**config.mk**
```make
export PLATFORM = sky130hd
export DESIGN_NAME = riscof_sig_dumper
export DESIGN_NICKNAME = d
export VERILOG_FILES = /design/src/rtl/riscof_sig_dumper.sv
export SDC_FILE = /design/constraint.sdc
export NUM_CORES = 1
export LEC_CHECK = 0
export BUFFER_PORTS_ARGS = -buffer_cell sky130_fd_sc_hd__buf_2
export CAP_MARGIN = 20
export CORE_ASPECT_RATIO = 0.7
export CORE_UTILIZATION = 35
export CTS_CLUSTER_SIZE = 40
export DETAILED_ROUTE_END_ITERATION = 6
export PLACE_DENSITY = 0.66
export REMOVE_ABC_BUFFERS = 1
export SYNTH_ARGS = -nofsm -noshare
export SYNTH_HDL_FRONTEND = slang
export SYNTH_SLANG_ARGS = --single-unit
```
**constraint.sdc**
```tcl
create_clock -name clk_i -period 3.55 [get_ports clk_i]
set_clock_uncertainty 0.1 [all_clocks]
set_input_delay 0.1775 -clock clk_i [delete_from_list [all_inputs] [get_ports clk_i]]
set_output_delay 0.1775 -clock clk_i [all_outputs]
set_load 0.02 [all_outputs]
```
**src/rtl/riscof_sig_dumper.sv**
```systemverilog
// riscof_sig_dumper: snoops the data-memory write port for the RISCOF
// control cells, then streams the signature region out over valid/ready.
module riscof_sig_dumper #(
  parameter int unsigned ADDR_WIDTH     = 32,
  parameter int unsigned DATA_WIDTH     = 32,
  parameter int unsigned MEM_SIZE_WORDS = 1 << 19,
  parameter int unsigned TIMEOUT        = 1000000
) (
  input  logic                  clk_i,
  input  logic                  rstn_i,
  input  logic [3:0]            snp_we_i,
  input  logic [ADDR_WIDTH-1:0] snp_addr_i,
  input  logic [DATA_WIDTH-1:0] snp_wdata_i,
  output logic                  mem_rd_en_o,
  output logic [ADDR_WIDTH-1:0] mem_rd_addr_o,
  input  logic [DATA_WIDTH-1:0] mem_rd_data_i,
  output logic                  sig_valid_o,
  output logic [DATA_WIDTH-1:0] sig_data_o,
  output logic                  sig_last_o,
  input  logic                  sig_ready_i,
  output logic                  done_o,
  output logic                  timeout_o
);

  localparam int unsigned MW = $clog2(MEM_SIZE_WORDS * 4);
  localparam int unsigned CW = $clog2(TIMEOUT + 1);
  localparam logic [ADDR_WIDTH-1:0] HALT_A  = ADDR_WIDTH'((MEM_SIZE_WORDS - 3) * 4);
  localparam logic [ADDR_WIDTH-1:0] END_A   = ADDR_WIDTH'((MEM_SIZE_WORDS - 2) * 4);
  localparam logic [ADDR_WIDTH-1:0] START_A = ADDR_WIDTH'((MEM_SIZE_WORDS - 1) * 4);

  typedef enum logic [2:0] {
    S_SNOOP,
    S_SETUP,
    S_READ,
    S_CAPT,
    S_SEND,
    S_DONE
  } state_t;

  state_t                r_state;
  state_t                w_next;
  logic [DATA_WIDTH-1:0] r_start;
  logic [DATA_WIDTH-1:0] r_end;
  logic [DATA_WIDTH-1:0] r_halt;
  logic [DATA_WIDTH-1:0] r_buf;
  logic [CW-1:0]         r_cnt;
  logic                  r_timeout;
  // One spare bit so ptr+4 at the top of memory cannot wrap.
  logic [MW:0]           r_ptr;
  logic [MW:0]           r_lim;

  logic        w_halt_hit;
  logic        w_to_hit;
  logic        w_last;
  logic [MW:0] w_ptr0;
  logic [MW:0] w_lim0;

  function automatic logic [DATA_WIDTH-1:0] bmerge(input logic [DATA_WIDTH-1:0] old,
                                                   input logic [3:0]            we,
                                                   input logic [DATA_WIDTH-1:0] d);
    logic [DATA_WIDTH-1:0] v;
    v = old;
    for (int unsigned i = 0; i < 4; i++) begin
      if (we[i]) v[8*i +: 8] = d[8*i +: 8];
    end
    return v;
  endfunction

  assign w_halt_hit = (r_halt == DATA_WIDTH'(1));
  assign w_to_hit   = (r_cnt == CW'(TIMEOUT - 1));
  assign w_ptr0     = {1'b0, r_start[MW-1:0] & ~MW'(3)};
  assign w_lim0     = {1'b0, r_end[MW-1:0] & ~MW'(3)};
  assign w_last     = ((r_ptr + (MW+1)'(4)) >= r_lim);

  // State register.
  always_ff @(posedge clk_i or negedge rstn_i) begin
    if (!rstn_i) r_state <= S_SNOOP;
    else         r_state <= w_next;
  end

  // Shadow cells, cycle counter and timeout flag; only live while snooping.
  always_ff @(posedge clk_i or negedge rstn_i) begin
    if (!rstn_i) begin
      r_start   <= '0;
      r_end     <= '0;
      r_halt    <= '0;
      r_cnt     <= '0;
      r_timeout <= 1'b0;
    end else if (r_state == S_SNOOP) begin
      r_cnt <= r_cnt + CW'(1);
      if (w_to_hit && !w_halt_hit) r_timeout <= 1'b1;
      if (|snp_we_i) begin
        if (snp_addr_i[ADDR_WIDTH-1:2] == HALT_A[ADDR_WIDTH-1:2])
          r_halt <= bmerge(r_halt, snp_we_i, snp_wdata_i);
        if (snp_addr_i[ADDR_WIDTH-1:2] == END_A[ADDR_WIDTH-1:2])
          r_end <= bmerge(r_end, snp_we_i, snp_wdata_i);
        if (snp_addr_i[ADDR_WIDTH-1:2] == START_A[ADDR_WIDTH-1:2])
          r_start <= bmerge(r_start, snp_we_i, snp_wdata_i);
      end
    end
  end

  // Dump pointer, limit and output buffer.
  always_ff @(posedge clk_i or negedge rstn_i) begin
    if (!rstn_i) begin
      r_ptr <= '0;
      r_lim <= '0;
      r_buf <= '0;
    end else begin
      case (r_state)
        S_SETUP: begin
          r_ptr <= w_ptr0;
          r_lim <= w_lim0;
        end
        S_CAPT: r_buf <= mem_rd_data_i;
        S_SEND: if (sig_ready_i) r_ptr <= r_ptr + (MW+1)'(4);
        default: ;
      endcase
    end
  end

  // Next-state and Moore outputs.
  always_comb begin
    w_next        = r_state;
    mem_rd_en_o   = 1'b0;
    mem_rd_addr_o = '0;
    sig_valid_o   = 1'b0;
    sig_data_o    = '0;
    sig_last_o    = 1'b0;
    done_o        = 1'b0;
    timeout_o     = r_timeout;
    case (r_state)
      S_SNOOP: if (w_halt_hit || w_to_hit) w_next = S_SETUP;
      S_SETUP: w_next = (w_ptr0 >= w_lim0) ? S_DONE : S_READ;
      S_READ: begin
        mem_rd_en_o   = 1'b1;
        mem_rd_addr_o = ADDR_WIDTH'(r_ptr);
        w_next        = S_CAPT;
      end
      S_CAPT: w_next = S_SEND;
      S_SEND: begin
        sig_valid_o = 1'b1;
        sig_data_o  = r_buf;
        sig_last_o  = w_last;
        if (sig_ready_i) w_next = w_last ? S_DONE : S_READ;
      end
      S_DONE: done_o = 1'b1;
      default: w_next = S_SNOOP;
    endcase
  end

endmodule

```
; ---- After elaboration in Yosys (flattened, before gate mapping)
; Index checks and enable logic that the tools add are counted.
[word_totals]
n_memories = 0
latchBits = 0
mem_bits_rw = 0
out_inout_bits = 69
input_bits = 103
wordCells = 65
mem_bits_ro = 0
reg_bits = 171
[op_classes]
mux = 13
n_lt_le_gt_ge = 2
n_eq_ne = 12
multipliers = 0
bitwise = 1
n_reduce_logical = 19
n_shift = 0
div_mod_pow = 0
n_addsub = 2
[op_table]
columns = op, count
row1 = equality test 30 x 19 -> 1 bit (second input constant), 3
row2 = two-way mux 22 bit, 2
row3 = case mux 22 bit (2 select lines), 1
row4 = AND reduction 4 bit, 10
row5 = equality test 32 x 1 -> 1 bit (second input constant), 1
row6 = two-way mux 32 bit, 1
row7 = adder 22 x 3 -> 22 bit (second input constant), 1
row8 = greater-or-equal comparator 22 x 21 -> 1 bit, 1
row9 = greater-or-equal comparator 21 bit, 1
row10 = adder 20 x 1 -> 20 bit (second input constant), 1
row11 = equality test 20 bit (second input constant), 1
row12 = case mux 3 bit (6 select lines), 1
row13 = two-way mux 3 bit, 4
row14 = equality test 3 x 2 -> 1 bit (second input constant), 2
row15 = equality test 3 bit (second input constant), 2
row16 = two-way mux 1 bit, 4
row17 = AND reduction 2 bit, 2
row18 = OR reduction 4 bit, 1
row19 = equality test 3 x 1 -> 1 bit (second input constant), 1
row20 = zero test 3 bit, 1
row21 = AND reduction 3 bit, 1
row22 = inequality test 2 x 1 -> 1 bit (second input constant), 1
row23 = inequality test 2 bit (second input constant), 1
row24 = nonzero test 2 bit, 1
row25 = 4 further kinds, 4

; ---- Depth between registers and ports, before layout
[depth]
depth_word = 5
mapped_depth = 12
depth_no_buf = 12

; ---- Least setup slack after synthesis
; No wires, ideal clock.
[synth_path]
path_type = register to output
startpoint = reg r_ptr[2]
endpoint = out sig_last_o
setup_slack_ns = 0.395
t_arrival_ns = 2.878
required_time_ns = 3.273
stages_incl_launch_ff = 13
path_cell_list = dfrtp_1 > ha_1 > nand4_1 > nor3_1 > nand2_1 > xnor2_1 > ha_1 > and4_1 > o21ai_0 > or4_1 > a31oi_1 > nor3_1 > nor2_1
[synth_between]
elab_chain_len = 3
[synth_lines]
columns = item, line_no
row1 = start: declaration, 49  ; logic [MW:0] r_ptr;
row2 = start signal: assignment, 112  ; r_ptr <= w_ptr0;
row3 = start signal: assignment, 116  ; S_SEND: if (sig_ready_i) r_ptr <= r_ptr + (MW+1)'(4);
row4 = adder 22 x 3 -> 22 bit, 73  ; assign w_last = ((r_ptr + (MW+1)'(4)) >= r_lim);
row5 = greater-or-equal comparator 22 x 21 -> 1 bit, 73
row6 = two-way mux 1 bit, 132  ; case (r_state)
row7 = end: declaration, 19  ; output logic sig_last_o,
; No other way between the ends.

; ---- Worst setup path in the final report
; Same ends and word-level chain as after synthesis.

==> impl_metrics.ini <==
[synth]
syn_area_sq_mm = 0.00840
synth-compound-area-share_pct = 6.26
synth_top_family_by_area = multiplexers
synth-edff-count = 0
synth-xor-area-share_pct = 3.86
syn_inst = 766
synthAdderAreaFrac_pct = 5.96
yosys-top-cells-area = dfrtp_1, mux2_2, ha_1
yosys_warnings = 0
ys_ff_latch = 165
yosysTopAreaCell = dfrtp_1
avgSynthCellArea_sq_um = 11.0
synth-simple-area-share_pct = 15.1
synthMuxAreaShare_pct = 15.2
synthArstFlopShare_pct = 100
ys_types = 51
synth_ff_type = dfrtp_1
synth.top_cell.area_share_pct = 49.2
yosysSeqAreaShare_pct = 49.2

[setup_path]
critical-path-top-delay-family = simple AND/OR/NAND/NOR gates
start_kind = flip-flop
worstPathArrival_ns = 3.26
setup.worst_path.class = reg2out
critPathMaxStageDelay_ns = 0.39
critPathSlowestCell = dfrtp_1
worstPathRequired_ns = 3.27
path_cells = ha_2 > nand4_1 > nor3_1 > buf_4 > and4_4 > xor2_2 > ha_1 > nand4_1 > nor2_2 > a2111oi_4 > a31oi_4 > nor3_2 > nor2_1 > buf_4
end_kind = output port
critPathMaxFanout = 5
r2r_slack_ns = 0.17
crit_buf_inv = 2

[route]
drtAntennaViolNets = 0
drc = 0
first_pass_iters = 4
route.vias.total = 6408
viasPerCell = 4.77
drt_iter0_markers = 302
wire_per_inst_um = 15.3
drt-total-wl_um = 20500

[grt]
grt.total_usage_pct = 17.3
grt_pass1_vias = 6237
overflow = 0
grt_pass1_wl_um = 33400
grt_max_degree = 88
antenna_found_initial = 0

[floorplanning]
die_x_um = 187
io_pins = 172
rows = 47
initial_utilization_pct = 35.6
dieArea_sq_mm = 0.0246
die_y_um = 132
core_area_sq_mm = 0.0236

[clock_tree]
htreeDepth = 4
cts_buffer_depth = 2
cts_buffers = 17
root_buffer = clkbuf_16
cts_tree = built
clk_pin_slew_worst_paths_ns = 0.06
clock_latency_ns = 0.44
numClockSinks = 165

[sta]
setup_viol = 0
setup_ws_ns = 0.00987
hold_violations = 0
max_freq_mhz = 282
slew_violations = 0
worst_pin_slew_ns = 0.883
rsz0062_at_grt = yes
fin_setup_tns_ns = 0
maxSlewHeadroom_pct = 40.8
finalCritPeriodShare_pct = 99.7
period_minus_slack_ns = 3.54

[power]
power.static_leakage_nw = 5.49
power.density_mw_per_mm2 = 354
ir_drop_v = 0.000313

[layout]
drive_gt1_share_pct = 33.3
post_layout_nonfiller_instances = 1343
layout_common_cells = dfrtp_1, buf_2, mux2_2, dlygate4sd3_1, nand2_1
nets = 1155
num_antenna_cells = 0
fin_util_pct = 46.7
area_growth_pct = 31.2
fin_area_sq_mm = 0.0110
mostFrequentLayoutCell = dfrtp_1

[place]
placed_cells = 1229
place_ws_ns = 0.160
port_buffers = 157
placed_area_sq_mm = 0.00956
hpwl_um = 14700
place_congestion = 0.842

[flow_run]
maxCapViolCount = 0

[hold_path]
worstHoldPathType = in2reg

[run_status]
status = completed
state kept, by name (all words and copies together), names as in the netlist:
register / count
r_ptr: 20
r_lim: 19
r_halt: 32
r_cnt: 20
r_buf: 32
r_state: 3
r_start: 19
timeout_o: 1
r_end: 19
power breakdown:
part	total [mW]	switching, mW	internal, mW
clock	1.79	0.794	1.00
combinational	0.197	0.0920	0.105
sequential	1.91	0.00748	1.90
total	3.90	0.893	3.00
final cells by class:
cell class,instances,area (sq um)
clock buffer,20,447
clock inverter,12,120
fill,2166,12600
inverter,46,173
multi-input combinational,528,4060
sequential,165,4130
tap,318,398
timing repair buffer,254,1690
Yosys cell counts, types with 3 or more instances:
| master | instances |
|---|---|
| dfrtp_1 | 165 |
| mux2_2 | 99 |
| nand2_1 | 60 |
| and2_1 | 54 |
| o21ai_0 | 49 |
| inv_1 | 46 |
| ha_1 | 40 |
| nor2_1 | 28 |
| xnor2_1 | 22 |
| clkbuf_1 | 20 |
| and3_1 | 17 |
| a21oi_1 | 16 |
| nand4_1 | 16 |
| xor2_1 | 15 |
| nor4_1 | 14 |
| nand3_1 | 13 |
| buf_4 | 12 |
| mux2i_1 | 12 |
| nor3_1 | 9 |
| a22oi_1 | 4 |
| and4_1 | 4 |
| buf_2 | 4 |
| mux2_1 | 4 |
| nor4b_1 | 4 |
| nor2b_1 | 3 |
| o31ai_1 | 3 |
layer usage:
metal,vias to the layer above,wire [um],part of all wire (%),GRT usage (%)
li1,3144,-,-,-
met1,3079,10700,52,26.2
met2,167,8630,42,24.7
met3,18,949,4.6,3.61
met4,0,257,1.3,4.64
met5,-,0,0,0
through the flow:
step / power [mW] / hold slack, ns
after detailed placement: 2.08 / 0.197
final: 3.90 / 0.0227
after CTS: 3.94 / 0.00936
after global routing: 4.04 / 0.0562
after floorplan: 1.97 / -0.218
after global placement: 2.08 / 0.196
worst paths after layout:
check | from | end | depth (start not counted)
setup / recovery | r_ptr[2]$_DFFE_PN0P_ | sig_last_o | 14
hold / removal | sig_ready_i | r_ptr[21]$_DFFE_PN0P_ | 3
setup reg to reg | r_ptr[2]$_DFFE_PN0P_ | r_state[0]$_DFFE_PN0P_ | 17
hold reg to reg | r_cnt[19]$_DFFE_PN0N_ | r_cnt[19]$_DFFE_PN0N_ | 1
max in group asynchronous | rstn_i | r_end[17]$_DFFE_PN0P_ | 3
min in group asynchronous | rstn_i | r_buf[20]$_DFFE_PN0P_ | 2
tightest hold or removal path, cell delays in order:
cell	delay, ns
buf_2	0.12
nand2_1	0.13
o31ai_1	0.08
timing repair:
action                                 in CTS  in global routing
hold buffers                               65                  0
cloned                                      0                  0
gates resized for setup                    17                  5
endpoints found under the hold margin     185                  0
pin swaps                                   8                  6
setup buffers                              13                  4
setup endpoints to repair                   1                  3
kinds of logic (layout without fill, tap and decap cells):
logic type,Yosys count,after routing
AOI/OAI and AO/OA,90,90
adders and majority gates,40,40
xor gates and xnor gates,37,37
other,1,12
and+or+nand+nor,234,234
buffers and inverters,84,332
DFF,165,165
muxes,115,115
Note: power is estimated with default switching activity, not from simulation.
